`config.mk`:
```
export PLATFORM = sky130hd
export DESIGN_NAME = prog_timer
export DESIGN_NICKNAME = d
export VERILOG_FILES = /design/src/rtl/prog_timer.sv
export SDC_FILE = /design/constraint.sdc
export NUM_CORES = 1
export LEC_CHECK = 0
export ABC_AREA = 1
export CAP_MARGIN = 20
export CORE_UTILIZATION = 51
export CTS_CLUSTER_DIAMETER = 100
export DETAILED_ROUTE_END_ITERATION = 8
export PLACE_DENSITY = 0.78
export SLEW_MARGIN = 20
export SYNTH_ARGS = -nofsm -noshare
export SYNTH_HDL_FRONTEND = slang
export SYNTH_SLANG_ARGS = --single-unit
```
`constraint.sdc`:
```
create_clock -name clk_i -period 1.97 [get_ports clk_i]
set_input_delay 0.2955 -clock clk_i [delete_from_list [all_inputs] [get_ports clk_i]]
set_output_delay 0.2955 -clock clk_i [all_outputs]
set_load 0.03 [all_outputs]
```
`src/rtl/prog_timer.sv`:
```
// prog_timer: programmable periodic/one-shot tick timer; optional tick counter via PROG_TIMER_TICK_CNT_EN
module prog_timer #(
  parameter int C_CLK_FREQ = 100_000_000,
  parameter int C_TIM_FREQ = 100,
  parameter int CNT_W      = 32
) (
  input  logic             clk_i,
  input  logic             rst_i,
  input  logic             start_i,
  input  logic             stop_i,
  input  logic             en_i,
  input  logic             mode_i,
  input  logic             load_i,
  input  logic [CNT_W-1:0] period_i,
  output logic             tick_o,
  output logic             busy_o,
  output logic [CNT_W-1:0] count_o
`ifdef PROG_TIMER_TICK_CNT_EN
  ,output logic [15:0]     tick_cnt_o
`endif
);
  localparam int C_DEF_PERIOD = C_CLK_FREQ / C_TIM_FREQ;
  localparam logic [0:0] S_IDLE = 1'b0;
  localparam logic [0:0] S_RUN  = 1'b1;

  if (C_DEF_PERIOD < 1 || (longint'(C_DEF_PERIOD) >> CNT_W) != 0) begin : g_period_chk
    $error("prog_timer: C_CLK_FREQ/C_TIM_FREQ must be in [1, 2**CNT_W)");
  end

  logic [0:0]       r_state;
  logic             r_mode;
  logic [CNT_W-1:0] r_cnt;
  logic [CNT_W-1:0] r_period;
  logic             w_tc;
  logic             w_load_ok;
  logic             w_start_ok;

  assign w_tc       = (r_state == S_RUN) && en_i && (r_cnt == r_period - CNT_W'(1));
  assign w_load_ok  = load_i && (period_i != '0);
  assign w_start_ok = (r_state == S_IDLE) && start_i && !stop_i;
  assign tick_o     = w_tc;
  assign busy_o     = (r_state == S_RUN);
  assign count_o    = r_cnt;

  // period register: reloads on any nonzero load, independent of state and stop
  always_ff @(posedge clk_i) begin
    if (rst_i) r_period <= CNT_W'(C_DEF_PERIOD);
    else if (w_load_ok) r_period <= period_i;
  end

  // FSM and counter: stop beats start/load-restart, load-restart beats wrap/increment
  always_ff @(posedge clk_i) begin
    if (rst_i) begin
      r_state <= S_IDLE;
      r_cnt   <= '0;
      r_mode  <= 1'b0;
    end else if (stop_i) begin
      r_state <= S_IDLE;
      r_cnt   <= '0;
    end else if (r_state == S_IDLE) begin
      if (start_i) begin
        r_state <= S_RUN;
        r_cnt   <= '0;
        r_mode  <= mode_i;
      end
    end else if (w_load_ok) begin
      r_cnt <= '0;
    end else if (w_tc) begin
      r_cnt   <= '0;
      r_state <= r_mode ? S_IDLE : S_RUN;
    end else if (en_i) begin
      r_cnt <= r_cnt + CNT_W'(1);
    end
  end

`ifdef PROG_TIMER_TICK_CNT_EN
  logic [15:0] r_tick_cnt;
  assign tick_cnt_o = r_tick_cnt;

  // saturating tick counter, restarted by each accepted start
  always_ff @(posedge clk_i) begin
    if (rst_i || w_start_ok) r_tick_cnt <= '0;
    else if (w_tc && r_tick_cnt != 16'hFFFF) r_tick_cnt <= r_tick_cnt + 16'd1;
  end
`endif
endmodule

```
==> impl_summary.md <==
Outcome
The flow ran to the end, but the final reports show violations. The final reports fail on negative setup slack.

Clock network
The cell sitting at the root of the clock tree is a sky130_fd_sc_hd__clkbuf_8. The tree built by TritonCTS fans out to between 60 and 70 sinks. The clock tree buffer depth is 2. The clock latency of the later-clocked register in the worst-skew pair is 0.36 ns. Clock-pin slew was measured on the worst setup and hold paths at about 0.07 ns. The CTS H-tree depth is 3. The TritonCTS clock tree is done. The number of buffers created by CTS is 9.

After clock tree synthesis, the flow added hold-fix buffers numbering 0.

Routing
The number of remaining DRC errors is 0. The count of routing violations after the opening detailed-route iteration is 547. The average wire per standard cell is between 15 and 20 um. Wires add up to 19.4 mm.

The routed via count divided by cell count is 5.47. The number of optimization iterations in the first detailed-route pass is 6. The total via count in the routed design is around 6600. The number of nets with antenna violations after detailed routing is 0.

Logic synthesis
Counting distinct cell types in the post-synthesis netlist gives 37. The cell count after synthesis came out at about 870. The number of nets in the synthesized netlist is around 910. The yosys synthesis warning count is 0. The synthesized design contains 66 register bits. For this run, asynchronously set or reset flops after synthesis account for 0.

The average cell area after synthesis is ~6 um2. The flip-flop cell with the highest count after synthesis is sky130_fd_sc_hd__dfxtp_1. The post-synthesis instance area is a little over 5000 um2. The post-synthesis sequential area ratio is 0.255. The number of synthesized flops with an enable pin is 0.

Finish
The number of nets in the final layout is around 1100. In the final layout, the multi-input gates occupy around 3700 um2. 0 antenna diodes ended up in the layout. Relative to the synthesized area, the layout overhead comes to 49.5%. In the final layout, the share of cells above drive strength 1 is 0.264. The top cell types in the final layout, fill and taps aside, are sky130_fd_sc_hd__nand2_1 (221), sky130_fd_sc_hd__buf_4 (136), sky130_fd_sc_hd__nor2_1 (120), sky130_fd_sc_hd__inv_1 (84), sky130_fd_sc_hd__clkdlybuf4s50_1 (70). The filler cells instantiated in the layout total 740. The combined flip-flop and latch cell area is around 1400 um2. The final non-filler cell total is ~1200. The library cell used most frequently in the layout, excluding fill and tap cells, is sky130_fd_sc_hd__nand2_1.

Global routing
The number of global-route vias before repair came to 5916. The overall routing resource usage is 0.362. The first global-routing pass estimated 28.7 mm of wire.

The number of antenna violations at the first check in global routing is 0. Entering global routing, the biggest net connects 34 pins. After global routing the overflow that remains totals 0.

Placed design
In this run the tool buffered the top-level ports with just over 70 buffer cells. The placer's final routability congestion estimate is around 1. Once detailed placement completed, the half-perimeter wirelength came to roughly 14 mm. The cell count after placement is approximately 1200.

Setup path
The setup check on the worst reg-to-reg path leaves a slack of -0.64 ns. The largest incremental delay on the critical path is 0.33 ns. The critical path in this run is classified as register to primary output.

The destination of the critical timing path is tick_o. The endpoint identified for the worst register-to-register timing path is count_o[9]. The startpoint identified for the worst register-to-register timing path is r_period[1]. The maximum fanout encountered on the critical timing path is 6. STA puts the critical path data required time at roughly 1.7 ns. STA classifies the critical path endpoint as a primary output. The slowest stage of the critical path is the sky130_fd_sc_hd__dfxtp_2 cell. The critical path starts at r_period[1]. For the worst flop-to-flop path, the logic depth is 18. The data arrival time of the critical path is between 2 and 2.5 ns.

Traced cell by cell, the critical path runs through inv_2 -> ha_4 -> nand2_4 -> nor2_4 -> buf_12 -> nand3b_1 -> nand2_2 -> nand2_1 -> nor2_1 -> nand2_1 -> nor3_2 -> nand2_4 -> clkinvlp_4 -> buf_6. The worst setup path is launched from a register.

STA
Setup slack on the critical path of the routed design comes to -0.723 ns. In the finished design, the share of the clock period the worst path needs comes to 1.37. Based on the critical path, the design can be clocked at up to roughly 0.37 GHz. The headroom to the max-slew limit is 0.730. Setup violations remaining at the end of the flow were counted as 34. At the pin with the least slew margin, the transition time is between 0.4 and 0.5 ns.

Setup repair after global routing could not meet its margin everywhere. The minimum clock period is 2.69 ns. The clock arrives with approximately 0.0095 ns of skew. The number of pins with negative max-slew slack in the final report is 0.

The final count of hold timing violations is 0.

Floorplanning
The floorplan step defined a die boundary enclosing about 11000 um2. The number of placed I/O pins is 73. The effective utilization at floorplan is 0.528.

The number of placement rows is 36. The region available for standard cell placement spans 9820 um2. The width of the die is approximately 100 um. The die is 103 um tall.

Pwr
The overall power is 3.55 mW. Dividing total power by cell area gives a power density of around 460 nW/um2. The worst voltage drop across the vdd grid is roughly 430 uV. The leakage dissipation is roughly 3.4 nW.

Job
The count of maximum capacitance violations is 0.

Hold path
The classification of the worst-slack hold path is register to register. The launch instance of the worst min-delay path is r_period[28].
[cell type report]
type	count	share of cell area
multi-input combinational	680	0.478
timing repair buffer	225	0.260
sequential	66	0.174
inverter	91	0.0449
tap	133	0.0215
clock buffer	13	0.0192
clock inverter	3	0.00194
[routing by layer]
metal  wire, um  share of wire  track usage  vias up
li1           -              -            -     3192
met1       7850           0.40        0.458     2999
met2       8850           0.46        0.598      372
met3       1890          0.097       0.0610       63
met4        817          0.042        0.172        0
met5          0              0            0        -
[cells by family after synthesis]
logic type	share of synthesized area
AND/OR/NAND/NOR	0.457
buffers and inverters	0.0929
AO/OA/AOI/OAI	0.103
flip-flops	0.255
XOR/XNOR	0.0878
adder cells (fa/ha/maj)	0.00483
[report_power, final]
part	total [mW]	internal [mW]	switching [mW]
sequential	1.47	1.39	0.0739
combinational	1.04	0.475	0.566
clock	1.04	0.487	0.556
total	3.55	2.36	1.20
[stage by stage]
step	setup TNS, ns	hold WS, ns	util	area, um2	setup slack, ns
finish	-14.28	0.508	0.789	7750	-0.723
detailed placement	-13.09	0.501	0.719	7060	-0.307
CTS	-7.66	0.511	0.755	7420	-0.566
global route	-18.14	0.534	0.789	7750	-0.849
global placement	-10.93	0.493	0.719	7060	-0.295
floorplan	-0.0665	0.409	-	5240	-0.0665
[worst min path at each step]
| stage | end | slack, ns | cells after the start |
|---|---|---|---|
| finish | r_period[28] | 0.51 | 2 |
| global route | r_period[23] | 0.53 | 2 |
| CTS | r_period[28] | 0.51 | 2 |
| detailed placement | r_period[23] | 0.50 | 2 |
| global placement | r_period[23] | 0.49 | 2 |
| floorplan | r_period[14] | 0.41 | 2 |
[Yosys cell counts (7+ instances only)]
cell type                  number  share of area
sky130_fd_sc_hd__nand2_1      230           0.17
sky130_fd_sc_hd__nand2_2        8         0.0097
sky130_fd_sc_hd__nor4_1         9          0.011
sky130_fd_sc_hd__nor2_4         7          0.015
sky130_fd_sc_hd__xnor2_1       11          0.019
sky130_fd_sc_hd__nand3_1       72          0.069
sky130_fd_sc_hd__nor2_2        12          0.014
sky130_fd_sc_hd__inv_1         87          0.063
sky130_fd_sc_hd__a21oi_1       43          0.042
sky130_fd_sc_hd__dfxtp_1       66           0.25
sky130_fd_sc_hd__nor2_1       138           0.10
sky130_fd_sc_hd__xor2_1        41          0.069
sky130_fd_sc_hd__nor3_1         9         0.0087
sky130_fd_sc_hd__nand4_1       18          0.022
sky130_fd_sc_hd__clkbuf_1      24          0.017
sky130_fd_sc_hd__o21ai_0       46          0.044
[state kept, by name, summed over array words and instances (netlist names)]
register,cells
busy_o,1
r_mode,1
r_period,32
count_o,32
[repair_timing]
item	CTS	global route
setup endpoints to repair	34	40
pin swaps	9	17
gates resized for setup	32	55
cloned	2	2
buffers inserted	7	12
[worst max-delay path, delay by kind of cell (launching register included)]
kind                       cells  cell delay (ns)
and+or+nand+nor                9             1.12
buffers and inverters          4             0.41
DFF                            1             0.33
adders and majority gates      1             0.17
Power figures use the tool's default switching activity.
